$ cat config.mk
export PLATFORM = sky130hd
export DESIGN_NAME = counter_ctrl
export DESIGN_NICKNAME = d
export VERILOG_FILES = /design/src/rtl/counter_ctrl.sv
export SDC_FILE = /design/constraint.sdc
export NUM_CORES = 1
export LEC_CHECK = 0
export BUFFER_PORTS_ARGS = -buffer_cell sky130_fd_sc_hd__clkbuf_2
export CAP_MARGIN = 20
export CORE_UTILIZATION = 50
export CTS_CLUSTER_SIZE = 12
export DETAILED_ROUTE_END_ITERATION = 10
export PLACE_DENSITY = 0.85
export RECOVER_POWER = 50
export SYNTH_ARGS = -nofsm -noshare
export SYNTH_HDL_FRONTEND = slang
export SYNTH_SLANG_ARGS = --single-unit
$ cat constraint.sdc
create_clock -name i_sysclk -period 5.81 [get_ports i_sysclk]
set_input_delay 1.162 -clock i_sysclk [delete_from_list [all_inputs] [get_ports i_sysclk]]
set_output_delay 1.162 -clock i_sysclk [all_outputs]
set_load 0.1 [all_outputs]
$ cat src/rtl/counter_ctrl.sv
// rtl/counter_ctrl.sv - start/stop/reload controller for an external down-counter
// Prescaled tick generator, one-shot or periodic expiry, sticky interrupt flag.
module counter_ctrl #(
    parameter int W = 16
) (
    input  logic         i_sysclk,
    input  logic         i_sysrst,
    input  logic         i_start,
    input  logic         i_stop,
    input  logic         i_hold,
    input  logic         i_mode,
    input  logic [W-1:0] i_period,
    input  logic [7:0]   i_presc,
    input  logic         i_irq_ack,
    input  logic [W-1:0] i_cnt,
    output logic         o_ld,
    output logic [W-1:0] o_ld_data,
    output logic         o_clr,
    output logic         o_cnt_en,
    output logic         o_dir,
    output logic         o_busy,
    output logic         o_done,
    output logic         o_irq
);

    typedef enum logic [1:0] {
        ST_IDLE = 2'd0,
        ST_LOAD = 2'd1,
        ST_RUN  = 2'd2
    } state_t;

    state_t       state_q, state_d;
    logic [7:0]   pcnt_q, pcnt_d;
    logic [W-1:0] period_q, period_d;
    logic [7:0]   presc_q, presc_d;
    logic         mode_q, mode_d;
    logic         irq_q, irq_d;

    logic ld, clr, cnt_en, done;

    always_ff @(posedge i_sysclk) begin
        if (i_sysrst) begin
            state_q  <= ST_IDLE;
            pcnt_q   <= '0;
            period_q <= '0;
            presc_q  <= '0;
            mode_q   <= 1'b0;
            irq_q    <= 1'b0;
        end else begin
            state_q  <= state_d;
            pcnt_q   <= pcnt_d;
            period_q <= period_d;
            presc_q  <= presc_d;
            mode_q   <= mode_d;
            irq_q    <= irq_d;
        end
    end

    always_comb begin
        state_d  = state_q;
        pcnt_d   = pcnt_q;
        period_d = period_q;
        presc_d  = presc_q;
        mode_d   = mode_q;
        ld       = 1'b0;
        clr      = 1'b0;
        cnt_en   = 1'b0;
        done     = 1'b0;
        case (state_q)
            ST_IDLE: begin
                if (i_start && !i_stop) begin
                    period_d = i_period;
                    presc_d  = i_presc;
                    mode_d   = i_mode;
                    state_d  = ST_LOAD;
                end
            end
            ST_LOAD: begin
                if (i_stop) begin
                    clr     = 1'b1;
                    state_d = ST_IDLE;
                end else begin
                    ld      = 1'b1;
                    pcnt_d  = '0;
                    state_d = ST_RUN;
                end
            end
            ST_RUN: begin
                // Stop outranks hold and expiry; hold freezes the prescaler in place.
                if (i_stop) begin
                    clr     = 1'b1;
                    pcnt_d  = '0;
                    state_d = ST_IDLE;
                end else if (!i_hold) begin
                    if (pcnt_q == presc_q) begin
                        pcnt_d = '0;
                        if (i_cnt != '0) begin
                            cnt_en = 1'b1;
                        end else begin
                            done = 1'b1;
                            if (mode_q) begin
                                ld = 1'b1;
                            end else begin
                                state_d = ST_IDLE;
                            end
                        end
                    end else begin
                        pcnt_d = pcnt_q + 8'd1;
                    end
                end
            end
            default: begin
                state_d = ST_IDLE;
            end
        endcase
    end

    // Set outranks acknowledge when both land in the same cycle.
    always_comb begin
        irq_d = irq_q;
        if (done) begin
            irq_d = 1'b1;
        end else if (i_irq_ack) begin
            irq_d = 1'b0;
        end
    end

    // Outputs are forced low while reset is asserted, before the state has settled.
    assign o_ld      = ld & ~i_sysrst;
    assign o_ld_data = o_ld ? period_q : '0;
    assign o_clr     = clr & ~i_sysrst;
    assign o_cnt_en  = cnt_en & ~i_sysrst;
    assign o_done    = done & ~i_sysrst;
    assign o_dir     = 1'b0;
    assign o_busy    = (state_q != ST_IDLE) & ~i_sysrst;
    assign o_irq     = irq_q & ~i_sysrst;

endmodule

* Word-level counts from Yosys, hierarchy flattened *
Cells that the tools add are included.

storage, ports and cells
  register bits = 36
  logic and storage cells = 69
  latch bits = 0
  memory bits (writable) = 0
  input bits = 47
  memory bits (read-only) = 0
  memories = 0
  output and inout port bits = 23

operators by class
  bitwise logic cells = 7
  $add $sub $neg = 1
  order comparisons = 0
  equality and inequality tests = 9
  divide/modulo/power cells = 0
  mux-type cells = 35
  multiply operators = 0
  reduce and logical (&&, ||, !) cells = 11
  shifts and indexed selects = 0

operators by type and width
  operator                                       count
  2-to-1 mux 8 bit                               4
  2-to-1 mux 1 bit                               20
  2-to-1 mux 16 bit                              1
  one-hot mux 8 bit (2 select lines)             1
  nonzero test 16 bit                            1
  2-to-1 mux 2 bit                               7
  inequality test 3 bit, second input constant   4
  adder 8 x 1 -> 8 bit, second input constant    1
  == test 8 bit                                  1
  bitwise AND 1 bit                              6
  one-hot mux 2 bit (3 select lines)             1
  nonzero test 2 bit                             3
  AND reduction 5 bit                            1
  inequality test 2 bit, second input constant   2
  AND reduction 3 bit                            1
  == test 2 x 1 -> 1 bit, second input constant  1
  == test 2 bit, second input constant           1
  zero test 2 bit                                1
  one-hot mux 1 bit (2 select lines)             1
  AND reduction 2 bit                            1
  OR reduction 2 bit                             1
  logical AND 1 bit                              1
  zero test 1 bit                                1
  NOT 1 bit                                      1

* Depth between registers and ports, before layout *
Gate-level depths: netlist (run 1).

  depth after elaboration = 8
  gate-level depth with buffers = 7
  depth with buffers taken out = 7

* Worst setup path after synthesis (run 1) *
No wires, ideal clock.

  path kind = input port to output port
  start = input i_cnt[10]
  end = output o_ld_data[10]
  slack = 1.398 ns
  required time = 4.648 ns
  data arrival time = 3.250 ns
  stages on the path = 6
  path buffers = 1
  cells stage by stage = nor4_2 > nand4_1 > inv_1 > a31oi_4 > buf_6 > nor2_1

between the ends
  longest elaborated chain between the ends = 8

RTL lines
  what                                line  source
  start: declaration                  15    input logic [W-1:0] i_cnt,
  nonzero test 16 bit                 97    if (i_cnt != '0) begin
  2-to-1 mux 1 bit                    97
  2-to-1 mux 1 bit                    95    if (pcnt_q == presc_q) begin
  2-to-1 mux 1 bit                    94    end else if (!i_hold) begin
  2-to-1 mux 1 bit                    90    if (i_stop) begin
  one-hot mux 1 bit (2 select lines)  69    case (state_q)
  bitwise AND 1 bit                   129   assign o_ld = ld & ~i_sysrst;
  2-to-1 mux 16 bit                   130   assign o_ld_data = o_ld ? period_q : '0;
  end: declaration                    17    output logic [W-1:0] o_ld_data,

Every way passes these cells.

* Worst setup path after layout (run 1) *
  start = input i_stop
  end = output o_ld_data[7]

between the ends
  longest elaborated chain between the ends = 4
  elaborated cells between the ends (all ways) = 5
  those cells by class = 4 x mux; 1 x bitwise

RTL lines
  what                                  line    source
  start: declaration                    9       input logic i_stop,
  2-to-1 mux 1 bit (on tied branches)   90, 79
  one-hot mux 1 bit (2 select lines) *  69
  bitwise AND 1 bit *                   129
  2-to-1 mux 16 bit *                   130

Mark *: on every way between the ends. The rest lies on a longest branch, timed or not.

==> results of run 1 <==
## sequential cells by signal, summed over array words and instances (netlist names)
name      count
state_q       2
presc_q       8
period_q     16
mode_q        1
irq_q         1
pcnt_q        8
## report_power, final
part	switching, mW	internal (mW)	total, mW
sequential	0.0116	0.265	0.277
clock	0.0910	0.0834	0.174
combinational	0.120	0.0567	0.177
total	0.223	0.405	0.628
## cell families after synthesis
group           Yosys count  synth area share (%)
fa+ha+maj                 4                  2.70
flops                    36                  38.9
buf+inv                  18                  4.26
mux                       2                  1.08
simple gates            135                  34.4
other cells               1                 0.203
compound gates           39                  12.8
xor+xnor                 12                  5.68
## path summary, 6_finish.rpt
kind	to	depth (start not counted)	slack [ns]	start
min	period_q[15]	2	0.46	period_q[15]
max	o_ld_data[7]	6	1.88	i_stop
max reg2reg	pcnt_q[2]	7	3.78	state_q[1]
min reg2reg	period_q[15]	2	0.46	period_q[15]
## Yosys cell counts
cell	count
o21ai_1	1
ha_1	4
nand4_1	1
nand2_1	75
nand2b_1	5
conb_1	1
a21oi_1	28
o2111ai_1	1
nor2b_1	6
mux2i_1	2
xor2_1	9
nand3_1	4
nor2_1	26
or4_1	1
o2bb2ai_1	1
and4b_1	1
a21boi_0	2
and3b_1	1
nor3_1	1
buf_6	1
o21a_1	1
o21bai_1	1
and2_1	2
buf_4	1
xnor2_1	3
and2b_2	1
inv_1	5
a31oi_4	1
nor4_2	6
nor3b_1	1
o21ai_0	2
and3_1	1
clkbuf_1	11
nand3b_1	2
nor4_1	1
dfxtp_1	36
o22ai_2	1
## final cells by class
cell class / instances / area (um2) / area share [%]
Multi-Input combinational cell: 193 / 1050 / 45.9
Sequential cell: 36 / 721 / 31.5
Timing Repair Buffer: 70 / 354 / 15.5
Clock buffer: 5 / 68.8 / 3.00
Tap cell: 46 / 57.6 / 2.51
Clock inverter: 3 / 18.8 / 0.819
Inverter: 5 / 18.8 / 0.819
## routing by layer
metal | share of wire [%] | wire, um
met1 | 44 | 1870
met5 | 0 | 0
met2 | 47 | 2000
met3 | 5.8 | 246
met4 | 2.4 | 100
## stage by stage
| stage | cell area [um2] | power [mW] | util (%) | worst slack [ns] | std cells |
|---|---|---|---|---|---|
| 2_1_floorplan | 1850 | 0.413 | - | 1.40 | 247 |
| 3_3_place_gp | 2200 | 0.450 | 63.8 | 1.75 | 349 |
| 3_5_place_dp | 2200 | 0.458 | 64.0 | 1.87 | 350 |
| 4_1_cts | 2290 | 0.630 | 66.6 | 1.87 | 358 |
| 5_1_grt | 2290 | 0.660 | 66.6 | 1.69 | 358 |
| 6_report | 2290 | 0.628 | 66.6 | 1.88 | 358 |
## critical path: cells and delay by family
kind                   cells  cell delay, ns
AND/OR/NAND/NOR            3            0.60
buffers and inverters      2            0.57
AO/OA/AOI/OAI              1            0.45
==> flow_metrics.py, run 1 <==
metrics = {
    "cts": {
        "cts_resized": 0,
        "cts_buffer_depth": 2,
        "clkTransAtPathRegs_ns": 0.08,
        "ctsHoldBuffers": 0,
        "cts_setup_buffers": 0,
        "numCtsBuffers": 5,
        "cts_tree": "built",
        "clkSinkCount": 36,
        "insertion_delay_ns": 0.29,
        "cts_root_buf": "clkbuf_8",
        "htree_levels": 2,
    },
    "global_routing": {
        "gr-usage-met1_pct": 27.2,
        "grtUsageMet2_pct": 38.3,
        "grt_max_degree": 40,
        "grt_usage_pct": 22.8,
        "grt_pass1_vias": 1627,
        "antenna_found_initial": 0,
        "grt_pass1_wl_um": 7100,
        "overflow": 0,
        "grt-busiest-layer": "met2",
        "met3_usage_pct": 5.84,
    },
    "cells_and_area": {
        "final_common_cell": "nand2_1",
        "n_antenna_cell": 0,
        "syn_to_final_growth_pct": 23.7,
        "fill_cells": 312,
        "nets": 362,
        "layout_common_cells": "nand2_1 (75), clkbuf_2 (67), dfxtp_1 (36)",
        "drive_gt1_share_pct": 27.6,
    },
    "floorplanning": {
        "dieArea_um2": 3950,
        "die_h_um": 62.9,
        "start_util_pct": 53.8,
        "design.core.area_um2": 3440,
        "num_rows": 21,
        "io_pins": 70,
        "die_w_um": 62.9,
    },
    "sta": {
        "tns_ns": 0,
        "timing.slew.headroom_pct": 36.2,
        "slew_violations": 0,
        "finalHoldViolCount": 0,
        "rsz0062_at_grt": "no",
        "period_share_pct": 67.7,
        "finClkSkew_ns": 0.00830,
        "setup_viol_count_final": 0,
        "tightest_slew_ns": 0.955,
        "period_minus_slack_ns": 3.93,
        "fmax_ghz": 0.254,
        "holdWs_ns": 0.457,
    },
    "placement": {
        "io_buffers": 68,
        "gp_congestion": 0.855,
        "dp_hpwl_um": 3090,
    },
    "route": {
        "drc_errors": 0,
        "drtAntennaViolNets": 0,
        "initialDrtViolationCount": 85,
        "wl_per_cell_um": 11.8,
        "vias": 1832,
        "wl_um": 4210,
        "dr.pass1.iters": 4,
        "via_per_inst": 5.12,
    },
    "logic_synthesis": {
        "yosys.cell_types.count": 37,
        "synth_seq_area_share_pct": 38.9,
        "synth_largest_area_cell": "dfxtp_1",
        "synth_top_area_share_pct": 38.9,
        "ys_seq_elements": 36,
        "avgSynthCellArea_um2": 7.50,
        "netlist_area_um2": 1850,
        "synth.area.top_cells": "dfxtp_1 (39%), nand2_1 (15%), a21oi_1 (7.6%)",
        "synth_fp_nets": 298,
        "netlist_instances": 247,
        "ys_warn_count": 0,
    },
    "critical_path": {
        "crit_type": "in2out",
        "critPathCaptureType": "primary output",
        "start_kind": "input pin",
        "cp_slowest_stage_delay_ns": 0.45,
        "crit_arrival_ns": 2.77,
        "cp_slowest_cell": "a31oi_4",
        "path_max_fanout": 17,
        "cp_cell_sequence": "clkbuf_1 -> and2b_2 -> and4b_1 -> a31oi_4 -> nor2_1 -> clkbuf_2",
        "cp.required_ns": 4.65,
    },
    "power_and_ir_drop": {
        "ir_worst_vdd_mv": 0.200,
        "powerDensity_nw_per_um2": 274,
        "leakage_nw": 1.00,
    },
    "run": {
        "maxCapViolations": 0,
    },
    "hold_path": {
        "min_path_type": "reg2reg",
    },
    "outcome": {
        "status": "finished, final reports clean",
    },
}
(Power assumes the default switching activity.)
==> run 2: changes to the inputs <==
--- a/config.mk
+++ b/config.mk
@@ -7,10 +7,10 @@
 export LEC_CHECK = 0
 export BUFFER_PORTS_ARGS = -buffer_cell sky130_fd_sc_hd__clkbuf_2
 export CAP_MARGIN = 20
-export CORE_UTILIZATION = 50
+export CORE_UTILIZATION = 44
 export CTS_CLUSTER_SIZE = 12
 export DETAILED_ROUTE_END_ITERATION = 10
-export PLACE_DENSITY = 0.85
+export PLACE_DENSITY = 0.8
 export RECOVER_POWER = 50
 export SYNTH_ARGS = -nofsm -noshare
 export SYNTH_HDL_FRONTEND = slang
==> constraint.sdc (replaced) <==
create_clock -name i_sysclk -period 3.3 [get_ports i_sysclk]
set_input_delay 0.66 -clock i_sysclk [delete_from_list [all_inputs] [get_ports i_sysclk]]
set_output_delay 0.66 -clock i_sysclk [all_outputs]
set_load 0.1 [all_outputs]
==> flow_metrics.py, run 2 (same netlist as run 1, synthesis figures left out) <==
metrics = {
    "floorplanning": {
        "die_h_um": 66.9,
        "design.core.area_um2": 4030,
        "start_util_pct": 46.0,
        "dieArea_um2": 4470,
        "io_pins": 70,
        "num_rows": 23,
        "die_w_um": 66.9,
    },
    "cells_and_area": {
        "largest_reg_flops": 16,
        "regMostFlops": "period_q",
        "layout_common_cells": "nand2_1 (75), clkbuf_2 (50), dfxtp_1 (36)",
        "nets": 362,
        "syn_to_final_growth_pct": 39.7,
        "n_antenna_cell": 0,
        "drive_gt1_share_pct": 27.6,
        "final_common_cell": "nand2_1",
        "largestRegisters": "period_q (16), pcnt_q (8), presc_q (8)",
    },
    "cts": {
        "ctsHoldBuffers": 0,
        "cts_root_buf": "clkbuf_8",
        "cts_resized": 0,
        "clkTransAtPathRegs_ns": 0.07,
        "cts_buffer_depth": 2,
        "htree_levels": 2,
        "cts_setup_buffers": 0,
        "cts_tree": "built",
        "insertion_delay_ns": 0.29,
        "numCtsBuffers": 5,
        "clkSinkCount": 36,
    },
    "route": {
        "wl_um": 4420,
        "dr.pass1.iters": 5,
        "vias": 1810,
        "via_per_inst": 5.00,
        "drc_errors": 0,
        "initialDrtViolationCount": 92,
        "wl_per_cell_um": 12.2,
        "drtAntennaViolNets": 0,
    },
    "critical_path": {
        "critPathCaptureType": "primary output",
        "critPathBufInv": 1,
        "crit_family": "simple AND/OR/NAND/NOR gates",
        "cp_slowest_cell": "dfxtp_1",
        "path_max_fanout": 17,
        "cp.required_ns": 2.64,
        "start_kind": "register",
        "crit_type": "reg2out",
        "crit_arrival_ns": 2.29,
        "cp_slowest_stage_delay_ns": 0.46,
        "cp_cell_sequence": "xor2_1 -> nor4_2 -> and4b_1 -> a31oi_4 -> nor2b_1 -> buf_12",
    },
    "sta": {
        "setup_viol_count_final": 0,
        "period_minus_slack_ns": 2.95,
        "period_share_pct": 89.3,
        "rsz0062_at_grt": "no",
        "holdWs_ns": 0.456,
        "finalHoldViolCount": 0,
        "slew_violations": 0,
        "fmax_ghz": 0.339,
        "timing.slew.headroom_pct": 37.9,
        "tightest_slew_ns": 0.929,
        "finClkSkew_ns": 0.0103,
    },
    "outcome": {
        "status": "finished, final reports clean",
    },
    "global_routing": {
        "grt_usage_pct": 21.1,
        "grtUsageMet2_pct": 39.1,
        "grt_max_degree": 26,
        "antenna_found_initial": 0,
        "grt_pass1_vias": 1658,
        "gr-usage-met1_pct": 22.6,
        "met3_usage_pct": 5.31,
        "grt-busiest-layer": "met2",
        "grt_pass1_wl_um": 7060,
        "overflow": 0,
    },
    "power_and_ir_drop": {
        "ir_worst_vdd_mv": 0.308,
        "powerDensity_nw_per_um2": 457,
        "total_power_mw": 1.18,
        "leakage_nw": 1.08,
    },
    "placement": {
        "io_buffers": 68,
        "dp_hpwl_um": 3300,
        "gp_congestion": 0.822,
    },
    "hold_path": {
        "min_path_type": "reg2reg",
    },
    "run": {
        "maxCapViolations": 0,
    },
}
[run 2: cell count changes in the layout (fill, tap and decap cells not counted)]
cell	change
buf_12	+18
clkinv_2	-1
bufinv_16	+1
clkbuf_2	-17
clkinv_4	-1
[run 2: worst paths after layout]
path                     from     endpoint  slack [ns]  cells after the start
setup / recovery    pcnt_q[0]         o_ld        0.35                      6
hold / removal    period_q[9]  period_q[9]        0.46                      2
setup reg to reg   state_q[1]    pcnt_q[2]        1.25                      7
hold reg to reg   period_q[9]  period_q[9]        0.46                      2
[run 2: through the flow]
stage	std cells	setup slack (ns)	utilization (%)	area [um2]	setup TNS (ns)
2_1_floorplan	247	-0.108	-	1850	-1.13
3_3_place_gp	354	0.569	61.6	2480	0
3_5_place_dp	354	0.470	61.6	2480	0
4_1_cts	362	0.322	64.2	2590	0
5_1_grt	362	0.232	64.2	2590	0
6_report	362	0.354	64.2	2590	0
[run 2: power by group]
part | total, mW | internal [mW] | switching [mW]
Sequential | 0.486 | 0.467 | 0.0193
Combinational | 0.317 | 0.109 | 0.208
Clock | 0.380 | 0.224 | 0.156
Total | 1.18 | 0.800 | 0.383
[run 2: per-layer routing]
metal / share of wire [%] / vias up
met4: 1.7 / 0
met1: 40 / 808
met5: 0 / -
met2: 51 / 64
met3: 6.8 / 9
li1: - / 929
[run 2: final cells by class]
cell class                 count  area [um2]
tap                           50        62.6
fill                         350        1440
timing repair buffer          70         626
multi-input combinational    193        1050
clock inverter                 2        35.0
inverter                       5        18.8
sequential                    36         721
clock buffer                   6        72.6
[run 2: worst reg2reg max path: cells and delay by family (launching register included)]
| kind | cells | cell delay [ns] |
|---|---|---|
| simple gates | 2 | 0.70 |
| flops | 1 | 0.33 |
| buf+inv | 1 | 0.08 |
| compound gates | 3 | 0.72 |
| fa+ha+maj | 1 | 0.15 |
==> run 3: changes to the inputs <==
--- a/config.mk
+++ b/config.mk
@@ -7,10 +7,10 @@
 export LEC_CHECK = 0
 export BUFFER_PORTS_ARGS = -buffer_cell sky130_fd_sc_hd__clkbuf_2
 export CAP_MARGIN = 20
-export CORE_UTILIZATION = 44
+export CORE_UTILIZATION = 49
 export CTS_CLUSTER_SIZE = 12
 export DETAILED_ROUTE_END_ITERATION = 10
-export PLACE_DENSITY = 0.8
+export PLACE_DENSITY = 0.84
 export RECOVER_POWER = 50
 export SYNTH_ARGS = -nofsm -noshare
 export SYNTH_HDL_FRONTEND = slang
==> constraint.sdc (replaced) <==
create_clock -name i_sysclk -period 3.35 [get_ports i_sysclk]
set_input_delay 0.67 -clock i_sysclk [delete_from_list [all_inputs] [get_ports i_sysclk]]
set_output_delay 0.67 -clock i_sysclk [all_outputs]
set_load 0.1 [all_outputs]
==> flow_metrics.py, run 3 (same netlist as run 1, synthesis figures left out) <==
metrics = {
    "sta": {
        "period_minus_slack_ns": 3.10,
        "period_share_pct": 92.5,
        "setup_viol_count_final": 0,
        "holdWs_ns": 0.461,
        "tightest_slew_ns": 0.960,
        "timing.slew.headroom_pct": 35.8,
        "fin_ws_ns": 0.252,
        "fmax_ghz": 0.323,
        "rsz0062_at_grt": "no",
        "slew_violations": 0,
        "finalHoldViolCount": 0,
        "finClkSkew_ns": 0.00815,
    },
    "route": {
        "wl_met2_um": 2400,
        "wl_met1_um": 1930,
        "wl_um": 4720,
        "drtAntennaViolNets": 0,
        "top_layer": "met4",
        "via_per_inst": 5.13,
        "drc_errors": 0,
        "vias": 1842,
        "wl_met3_um": 277,
        "wl_per_cell_um": 13.2,
        "dr.pass1.iters": 4,
        "initialDrtViolationCount": 61,
    },
    "global_routing": {
        "grt_pass1_wl_um": 7770,
        "grt_usage_pct": 24.8,
        "grt_max_degree": 26,
        "overflow": 0,
        "antenna_found_initial": 0,
        "grt_pass1_vias": 1783,
    },
    "cells_and_area": {
        "drive_gt1_share_pct": 27.5,
        "seqCellArea_um2": 721,
        "multi_input_area_um2": 1050,
        "largest_reg_flops": 16,
        "layout_common_cells": "nand2_1 (75), clkbuf_2 (50), dfxtp_1 (36)",
        "regMostFlops": "period_q",
        "n_antenna_cell": 0,
        "syn_to_final_growth_pct": 38.8,
        "nets": 363,
        "fill_cells": 272,
        "final_common_cell": "nand2_1",
        "largestRegisters": "period_q (16), pcnt_q (8), presc_q (8)",
    },
    "floorplanning": {
        "dieArea_um2": 4030,
        "design.core.area_um2": 3470,
        "die_h_um": 63.5,
        "num_rows": 21,
        "die_w_um": 63.5,
        "io_pins": 70,
        "start_util_pct": 53.4,
    },
    "hold_path": {
        "hold_depth": 2,
        "min_path_type": "reg2reg",
    },
    "placement": {
        "io_buffers": 68,
        "gp_congestion": 0.885,
        "dp_hpwl_um": 3520,
        "pre_cts_ws_ns": 0.452,
    },
    "cts": {
        "cts_setup_buffers": 0,
        "numCtsBuffers": 5,
        "insertion_delay_ns": 0.29,
        "clkSinkCount": 36,
        "cts_root_buf": "clkbuf_8",
        "clkTransAtPathRegs_ns": 0.07,
        "ctsHoldBuffers": 0,
        "cts_tree": "built",
        "htree_levels": 2,
        "cts_resized": 0,
        "cts_buffer_depth": 2,
    },
    "run": {
        "maxCapViolations": 0,
    },
    "critical_path": {
        "worst-r2r-cell-count": 7,
        "critPathCaptureType": "primary output",
        "path_max_fanout": 17,
        "crit_type": "reg2out",
        "crit_arrival_ns": 2.43,
        "cp.required_ns": 2.68,
        "start_kind": "register",
    },
    "power_and_ir_drop": {
        "ir_worst_vdd_mv": 0.358,
        "leakage_nw": 1.07,
        "powerDensity_nw_per_um2": 439,
    },
    "outcome": {
        "status": "finished, final reports clean",
    },
}
==> run 3: final cells by class <==
class                   count  area share [%]
multi-input cells         193            40.7
well taps                  46            2.24
flip-flops and latches     36            28.0
inverters                   5           0.730
clock inverters             1           0.292
repair buffers             71            24.6
clock buffers               7            3.36
==> run 3: final timing paths <==
| path | startpoint | endpoint | slack, ns |
|---|---|---|---|
| max | pcnt_q[0] | o_ld_data[15] | 0.25 |
| max reg2reg | state_q[1] | pcnt_q[3] | 1.16 |
| min reg2reg | period_q[7] | period_q[7] | 0.46 |
| min | period_q[7] | period_q[7] | 0.46 |
==> run 3: critical path, cell delays in order, from the launching register on <==
cell and delay [ns]:
dfxtp_1 0.37, xor2_1 0.18, nor4_1 0.47, and4b_1 0.36, a31oi_4 0.25, nor2_1 0.29, buf_12 0.21
==> run 3: layer usage <==
metal	track usage [%]	vias up
met4	9.09	0
li1	-	933
met3	7.07	11
met2	43.8	66
met5	0	-
met1	28.1	832
==> run 3: where the power goes <==
part	internal, mW	switching [mW]	leakage [nW]	total [mW]
sequential	0.460	0.0210	0.293	0.481
combinational	0.111	0.213	0.731	0.325
clock	0.167	0.155	0.0445	0.322
==> run 3: through the flow <==
stage                     cells  total power [mW]  area, um2  setup TNS [ns]  utilization (%)
after CTS                   359              1.14       2580               0             74.3
after detailed placement    351             0.815       2480               0             71.6
after global placement      351             0.802       2480               0             71.6
final                       359              1.13       2570               0             74.1
after floorplan             247             0.717       1850          -0.797                -
after global routing        359              1.18       2570               0             74.1
